File: src/rtl/uart_engine.sv
// 8-bit UART transmitter and receiver with independent FSMs, one stop bit.
// Define UART_ENGINE_PARITY_EN to add an even-parity bit after bit 7 on both paths.
module uart_engine #(
    parameter int CLKS_PER_BIT = 434
) (
    input  logic       clk,
    input  logic       reset,
    input  logic       tx_req,
    input  logic [7:0] tx_data,
    input  logic       rx,
    output logic       tx,
    output logic [7:0] rx_data,
    output logic       tx_ready,
    output logic       rx_ready,
    output logic       tx_busy,
    output logic       frame_err,
    output logic       parity_err
);
    localparam logic [15:0] BIT_END  = 16'(CLKS_PER_BIT - 1);
    localparam logic [15:0] HALF_END = 16'(CLKS_PER_BIT / 2 - 1);

    typedef enum logic [2:0] {TX_IDLE, TX_START, TX_DATA, TX_PARITY, TX_STOP} tx_state_t;
    typedef enum logic [2:0] {RX_IDLE, RX_START, RX_DATA, RX_PARITY, RX_STOP, RX_WAIT_IDLE} rx_state_t;

    tx_state_t   tx_state, tx_state_n;
    logic [15:0] tx_baud, tx_baud_n;
    logic [2:0]  tx_bit, tx_bit_n;
    logic [7:0]  tx_byte, tx_byte_n;
    logic        tx_n, tx_ready_n;

    always_comb begin
        tx_state_n = tx_state;
        tx_baud_n  = tx_baud + 16'd1;
        tx_bit_n   = tx_bit;
        tx_byte_n  = tx_byte;
        tx_n       = tx;
        tx_ready_n = 1'b0;
        case (tx_state)
            TX_IDLE: begin
                tx_baud_n = '0;
                tx_n      = 1'b1;
                if (tx_req) begin
                    tx_state_n = TX_START;
                    tx_byte_n  = tx_data;
                    tx_n       = 1'b0;
                end
            end
            TX_START: if (tx_baud == BIT_END) begin
                tx_baud_n  = '0;
                tx_bit_n   = '0;
                tx_state_n = TX_DATA;
                tx_n       = tx_byte[0];
            end
            TX_DATA: if (tx_baud == BIT_END) begin
                tx_baud_n = '0;
                tx_bit_n  = tx_bit + 3'd1;
                if (tx_bit == 3'd7) begin
`ifdef UART_ENGINE_PARITY_EN
                    tx_state_n = TX_PARITY;
                    tx_n       = ^tx_byte;
`else
                    tx_state_n = TX_STOP;
                    tx_n       = 1'b1;
`endif
                end else begin
                    tx_n = tx_byte[tx_bit + 3'd1];
                end
            end
`ifdef UART_ENGINE_PARITY_EN
            TX_PARITY: if (tx_baud == BIT_END) begin
                tx_baud_n  = '0;
                tx_state_n = TX_STOP;
                tx_n       = 1'b1;
            end
`endif
            TX_STOP: if (tx_baud == BIT_END) begin
                tx_baud_n  = '0;
                tx_state_n = TX_IDLE;
                tx_ready_n = 1'b1;
            end
            default: begin
                tx_state_n = TX_IDLE;
                tx_baud_n  = '0;
                tx_n       = 1'b1;
            end
        endcase
    end

    // tx_busy is registered from the next state so it is high exactly while the FSM is not idle
    always_ff @(posedge clk or posedge reset) begin
        if (reset) begin
            tx_state <= TX_IDLE;
            tx_baud  <= '0;
            tx_bit   <= '0;
            tx_byte  <= '0;
            tx       <= 1'b1;
            tx_busy  <= 1'b0;
            tx_ready <= 1'b0;
        end else begin
            tx_state <= tx_state_n;
            tx_baud  <= tx_baud_n;
            tx_bit   <= tx_bit_n;
            tx_byte  <= tx_byte_n;
            tx       <= tx_n;
            tx_busy  <= (tx_state_n != TX_IDLE);
            tx_ready <= tx_ready_n;
        end
    end

    rx_state_t   rx_state, rx_state_n;
    logic [1:0]  rx_sync;
    logic        rx_s;
    logic [15:0] rx_baud, rx_baud_n;
    logic [2:0]  rx_bit, rx_bit_n;
    logic [7:0]  rx_shift, rx_shift_n, rx_data_n;
    logic        rx_ready_n, frame_err_n;
`ifdef UART_ENGINE_PARITY_EN
    logic        rx_par, rx_par_n, parity_err_q, parity_err_n;
    assign parity_err = parity_err_q;
`else
    assign parity_err = 1'b0;
`endif

    assign rx_s = rx_sync[1];

    always_comb begin
        rx_state_n  = rx_state;
        rx_baud_n   = rx_baud + 16'd1;
        rx_bit_n    = rx_bit;
        rx_shift_n  = rx_shift;
        rx_data_n   = rx_data;
        rx_ready_n  = 1'b0;
        frame_err_n = 1'b0;
`ifdef UART_ENGINE_PARITY_EN
        rx_par_n     = rx_par;
        parity_err_n = 1'b0;
`endif
        case (rx_state)
            RX_IDLE: begin
                rx_baud_n = '0;
                if (!rx_s) rx_state_n = RX_START;
            end
            // mid-start re-check rejects glitches shorter than half a bit
            RX_START: if (rx_baud == HALF_END) begin
                rx_baud_n  = '0;
                rx_bit_n   = '0;
                rx_state_n = rx_s ? RX_IDLE : RX_DATA;
            end
            RX_DATA: if (rx_baud == BIT_END) begin
                rx_baud_n  = '0;
                rx_shift_n = {rx_s, rx_shift[7:1]};
                rx_bit_n   = rx_bit + 3'd1;
                if (rx_bit == 3'd7) begin
`ifdef UART_ENGINE_PARITY_EN
                    rx_state_n = RX_PARITY;
`else
                    rx_state_n = RX_STOP;
`endif
                end
            end
`ifdef UART_ENGINE_PARITY_EN
            RX_PARITY: if (rx_baud == BIT_END) begin
                rx_baud_n  = '0;
                rx_par_n   = rx_s;
                rx_state_n = RX_STOP;
            end
`endif
            RX_STOP: if (rx_baud == BIT_END) begin
                rx_baud_n = '0;
                if (!rx_s) begin
                    frame_err_n = 1'b1;
                    rx_state_n  = RX_WAIT_IDLE;
                end else begin
                    rx_state_n = RX_IDLE;
`ifdef UART_ENGINE_PARITY_EN
                    if (rx_par != ^rx_shift) begin
                        parity_err_n = 1'b1;
                    end else begin
                        rx_data_n  = rx_shift;
                        rx_ready_n = 1'b1;
                    end
`else
                    rx_data_n  = rx_shift;
                    rx_ready_n = 1'b1;
`endif
                end
            end
            RX_WAIT_IDLE: begin
                rx_baud_n = '0;
                if (rx_s) rx_state_n = RX_IDLE;
            end
            default: begin
                rx_state_n = RX_IDLE;
                rx_baud_n  = '0;
            end
        endcase
    end

    always_ff @(posedge clk or posedge reset) begin
        if (reset) begin
            rx_sync   <= 2'b11;
            rx_state  <= RX_IDLE;
            rx_baud   <= '0;
            rx_bit    <= '0;
            rx_shift  <= '0;
            rx_data   <= '0;
            rx_ready  <= 1'b0;
            frame_err <= 1'b0;
`ifdef UART_ENGINE_PARITY_EN
            rx_par       <= 1'b0;
            parity_err_q <= 1'b0;
`endif
        end else begin
            rx_sync   <= {rx_sync[0], rx};
            rx_state  <= rx_state_n;
            rx_baud   <= rx_baud_n;
            rx_bit    <= rx_bit_n;
            rx_shift  <= rx_shift_n;
            rx_data   <= rx_data_n;
            rx_ready  <= rx_ready_n;
            frame_err <= frame_err_n;
`ifdef UART_ENGINE_PARITY_EN
            rx_par       <= rx_par_n;
            parity_err_q <= parity_err_n;
`endif
        end
    end
endmodule

File: config.mk
export PLATFORM = sky130hd
export DESIGN_NAME = uart_engine
export DESIGN_NICKNAME = d
export VERILOG_FILES = /design/src/rtl/uart_engine.sv
export SDC_FILE = /design/constraint.sdc
export NUM_CORES = 1
export LEC_CHECK = 0
export ABC_AREA = 1
export CAP_MARGIN = 10
export CORE_ASPECT_RATIO = 0.7
export CORE_MARGIN = 2
export CORE_UTILIZATION = 55
export CTS_BUF_LIST = sky130_fd_sc_hd__clkbuf_8
export DETAILED_ROUTE_END_ITERATION = 16
export HOLD_SLACK_MARGIN = 0.02
export PLACE_DENSITY = 0.75
export REMOVE_ABC_BUFFERS = 1
export SYNTH_ARGS = -nofsm -noshare
export SYNTH_HDL_FRONTEND = slang
export SYNTH_SLANG_ARGS = --single-unit
File: constraint.sdc
create_clock -name clk -period 2.3 [get_ports clk]
set_input_delay 0.345 -clock clk [delete_from_list [all_inputs] [get_ports clk]]
set_output_delay 0.345 -clock clk [all_outputs]
set_load 0.05 [all_outputs]
# Word level (Yosys, flattened, before mapping)
# Index checks and enable logic that the tools add are counted.
dict set report word_totals {
  regBits 75
  word_cells 96
  out_inout_bits 14
}
dict set report op_classes {
  n_eq_ne 20
  n_addsub 4
  magnitude_cmp 1
  n_bitwise 1
  n_mux 41
  n_reduce_logical 14
}
# operator count
set op_table {}
lappend op_table {{16-bit two-way mux} 4}
lappend op_table {{3-bit two-way mux} 16}
lappend op_table {{16-bit by 1-bit adder with 16-bit output (second input constant)} 2}
lappend op_table {{16-bit by 9-bit equality test with 1-bit output (second input constant)} 2}
lappend op_table {{16-bit case mux with 2 select lines} 1}
lappend op_table {{16-bit by 8-bit equality test with 1-bit output (second input constant)} 1}
lappend op_table {{2-bit != test (second input constant)} 8}
lappend op_table {{3-bit equality test (second input constant)} 5}
lappend op_table {{3-bit case mux with 5 select lines} 1}
lappend op_table {{1-bit two-way mux} 13}
lappend op_table {{3-bit case mux with 2 select lines} 2}
lappend op_table {{3-bit case mux with 4 select lines} 1}
lappend op_table {{3-bit AND reduction} 4}
lappend op_table {{3-bit by 1-bit adder with 3-bit output (second input constant)} 2}
lappend op_table {{3-bit by 1-bit equality test with 1-bit output (second input constant)} 2}
lappend op_table {{3-bit by 2-bit equality test with 1-bit output (second input constant)} 2}
lappend op_table {{3-bit logical NOT} 2}
lappend op_table {{6-bit AND reduction} 1}
lappend op_table {{3-bit by 4-bit < comparator with 1-bit output (second input constant)} 1}
lappend op_table {{1-bit case mux with 4 select lines} 1}
lappend op_table {{2-bit AND reduction} 2}
lappend op_table {{2-bit nonzero test} 2}
lappend op_table {{1-bit binary-select mux with 3-bit select} 1}
lappend op_table {{3-bit nonzero test} 1}
lappend op_table {{other kinds (4)} 4}

# Logic depth before layout (Yosys ltp)
dict set report logic_depth {
  ltp_word 6
  mapped_depth 11
  mapped_depth_nobuf 11
}

# Worst setup path after synthesis
# No wires, ideal clock.
dict set report synth_timing {
  kind {register -> register}
  start {register rx_baud[1]}
  end {register rx_shift[7]}
  stages_incl_launch_ff 9
  t_arrival_ns 1.279
  synth_period_minus_slack_ns 1.398
  n_path_buf 1
  required_ns 2.180
  path_slack_ns 0.902
  cell_sequence {dfrtp_1 inv_1 ha_1 nand2_1 nor3_2 nand3_2 buf_6 nand2_1 o21ai_2}
}
dict set report synth_between {
  elab_chain_cells 2
}
# element line_no
set synth_lines {}
lappend synth_lines {{from (decl)} 113} ;# logic [15:0] rx_baud, rx_baud_n;
lappend synth_lines {{from (signal assigned)} 216} ;# rx_baud <= rx_baud_n;
lappend synth_lines {{16-bit by 9-bit equality test with 1-bit output} 149} ;# RX_DATA: if (rx_baud == BIT_END) begin
lappend synth_lines {{2-bit AND reduction (no line)} --}
lappend synth_lines {{to (signal assigned)} 218} ;# rx_shift <= rx_shift_n;
lappend synth_lines {{to (decl)} 115} ;# logic [7:0] rx_shift, rx_shift_n, rx_data_n;
# No other way between the ends.
# A chain may end at the register's enable or synchronous reset.

# Final worst setup path
dict set report layout_timing {
  start {register tx}
  end {output tx}
}
# element line_no
set layout_rtl {}
lappend layout_rtl {{from (decl)} 11} ;# output logic tx,
lappend layout_rtl {{from (signal assigned)} 104} ;# tx <= tx_n;
# No word-level cell between the ends.

==> summary.md <==
| Metric | Value |
|---|---|
| Status | `finished clean` |
| Routed Wire Length | `7490 um` |
| Core area | `6820 um2` |
| Crit path launch type | `flop` |
| R2r setup slk | `470 ps` |
| Final core occ | `roughly 65%` |
| Final period util | `a little under 90%` |
| Max stage delay cell, worst path | `clkdlybuf4s50_1` |
| Slew Limit Headroom | `between 60% and 70%` |
| Crit path time final | `~2000 ps` |
| Initial drt markers | `192` |
| Synth cell types | `34` |
| # fillers | `between 600 and 700` |
| Initial core utilization | `57.2%` |
| Crit path to | `tx` |
| Bufs and invs on worst path | `1` |
| Layout overhead on the synthesized area | `13.7%` |
| GP Congestion | `between 0.9 and 1` |
| Syn Inst Count | `480` |
| 1st-pass router iterations | `4` |
| CTS sink count | `75` |
| CTS tree | `done` |
| CP Capture Type | `primary output` |
| DIE AREA | `7790 um2` |
| Tot GR Track Use | `20.8%` |
| EDFF count, synth | `0` |
| Synthesized area | `3900 um2` |
| CP peak stage delay | `around 800 ps` |
| Crit path from | `tx$_DFFE_PP1P_` |
| Postcts setup bufs | `0` |
| Via-to-Cell Ratio | `about 5` |
| Least-Margin Pin Slew | `approximately 500 ps` |
| Max-slew violations | `0` |
| Post-CTS Resized | `0` |
| Hold Fails Final Rpt | `0` |
| H-Tree Depth | `3` |
| RSZ-0062 raised after global routing | `false` |
| Ys flop type | `dfrtp_1` |
| Clock buffer depth | `2` |
| Worst hold-check slack | `367 ps` |
| Number of nets in the layout | `between 500 and 600` |
| IO Pins | `26` |
| Clock latency on the worst-skew pair | `350 ps` |
| YS warnings | `0` |
| Critical Path RT | `1960 ps` |
| Clock skew | `10.7 ps` |
| Layout cells sized above 1 | `between 10% and 20%` |
| Die Ht | `between 70 and 80 um` |
| RR Endpoint | `rx_bit[1]$_DFFE_PP0P_` |
| Area of placed instances | `4240 um2` |
| Port-buffer cells | `24` |
| Die X-Extent | `105 um` |
| Final ANT Viol Nets | `0` |
| Post-route cell area | `4430 um2` |
| Root Driver | `clkbuf_8` |
| Reg2reg path depth | `9` |
| Critical Path AT | `1680 ps` |
| Cell Pwr Density | `537 nW/um2` |
| Initial antenna violation count | `0` |
| Largest net degree at the start of global routing | `76` |
| Maximum clock frequency | `0.495 GHz` |
| HPWL after DPL | `5460 um` |
| Vias in the first global route | `2,789` |
| Total power | `2380 uW` |
| Antenna diode count | `0` |
| CP cell instances | `clkdlybuf4s50_1` |
| First-pass GRT wire length | `~13,000 um` |
| Wire length per cell | `~12 um` |
| Worst-path clk slew | `90 ps` |
| Seq/Total Area, Yosys | `about half` |
| Crit-path leading delay family | `buffers and inverters` |
| Cts hold-fix bufs | `0` |
| Hold crit path type | `reg -> reg` |
| Peak VDD IR | `382 uV` |
| Pleak | `0.00215 uW` |
| Final setup vio count | `0` |
| Remaining DRCs | `0` |
| Cell depth of the worst setup path | `1` |
| Final setup TNS | `0 ps` |
| Synth Register Bits | `75` |
| Detailed-route via count | `3,065` |
| Worst-path fanout max | `2` |
| Syn_area_per_cell | `8.13 um2` |
| FP Rows | `25` |
| Maxcap violations | `0` |
| Grt ovf | `0` |
| Num CTS Buffers | `9` |
| Reg2reg start | `rx_baud[1]$_DFF_PP0_` |
| Setup Crit Path Kind | `reg -> out` |
| Post-synth ARST share | `100%` |
==> sequential cells by signal (all words and copies together), names as in the netlist, 8 cells and up <==
name      count
rx_baud      16
tx_baud      16
rx_data       8
tx_byte       8
rx_shift      8
==> cell usage in the layout (no fill, tap or decap), types with 11 or more instances in the layout <==
cell type	instances
clkdlybuf4s50_1	24
o21ai_2	16
dfrtp_1	72
nand2_1	127
nor3_1	15
nand3_1	31
nor2_1	66
clkbuf_8	11
inv_1	59
==> worst reg2reg max path: stages, from the launching register on <==
cell	delay [ps]
dfrtp_1	410
inv_1	90
ha_1	170
nand2_1	80
nor3_2	180
nand3_2	380
nand2_1	200
nand2_1	110
nand2_1	80
nand2_1	50
==> report_power, final <==
part / switching (uW) / total [uW] / internal, uW
combinational: 38.6 / 63.7 / 25.1
sequential: 5.21 / 1330 / 1330
clock: 518 / 983 / 464
==> cell type report <==
class | count | area, um2 | share of cell area (%)
clock buffer | 11 | 151 | 3.41
clock inverter | 5 | 42.5 | 0.959
inverter | 66 | 248 | 5.59
multi-input combinational | 334 | 1730 | 38.9
sequential | 75 | 1880 | 42.4
tap | 94 | 118 | 2.65
timing repair buffer | 26 | 268 | 6.04
==> synth_stat cells, types with 4 or more instances <==
library cell,n,area [um2]
a21oi_1,10,50.1
dfrtp_1,72,1800
ha_1,9,113
inv_1,60,225
inv_2,6,22.5
nand2_1,127,477
nand2_2,8,50.1
nand3_1,31,155
nand3_2,5,50.1
nand4_1,7,43.8
nor2_1,66,248
nor3_1,15,75.1
o21ai_0,4,20.0
o21ai_2,16,140
xor2_1,10,87.6
==> cells by family after synthesis <==
group | count (synthesis) | share of synthesized area (%)
simple gates | 275 | 32.0
flops | 75 | 48.2
buf+inv | 71 | 7.54
compound gates | 36 | 6.35
xor+xnor | 13 | 2.92
fa+ha+maj | 9 | 2.89
other cells | 1 | 0.0961
==> per-layer routing <==
metal,vias up,part of all wire [%],GRT usage [%]
met3,6,4.0,5.26
met1,1432,53,30.6
met4,0,0.75,5.48
met2,56,43,31.2
met5,-,0,0
li1,1571,-,-
==> stage by stage <==
stage | setup slack, ps | instances
after floorplan | 50.0 | 475
after CTS | 256 | 611
after detailed placement | 497 | 595
after global routing | 239 | 611
final | 279 | 611
after global placement | 619 | 595
==> worst min path at each step <==
stage | startpoint | to | slack, ps | depth (start not counted)
after floorplan | rx_sync[0]$_DFF_PP1_ | rx_sync[1]$_DFF_PP1_ | 350 | 0
after global placement | rx_sync[0]$_DFF_PP1_ | rx_sync[1]$_DFF_PP1_ | 350 | 0
final | rx_sync[0]$_DFF_PP1_ | rx_sync[1]$_DFF_PP1_ | 370 | 0
after CTS | rx_sync[0]$_DFF_PP1_ | rx_sync[1]$_DFF_PP1_ | 370 | 0
after global routing | rx_sync[0]$_DFF_PP1_ | rx_sync[1]$_DFF_PP1_ | 370 | 0
after detailed placement | rx_sync[0]$_DFF_PP1_ | rx_sync[1]$_DFF_PP1_ | 350 | 0
Note: power is estimated with default switching activity, not from simulation.
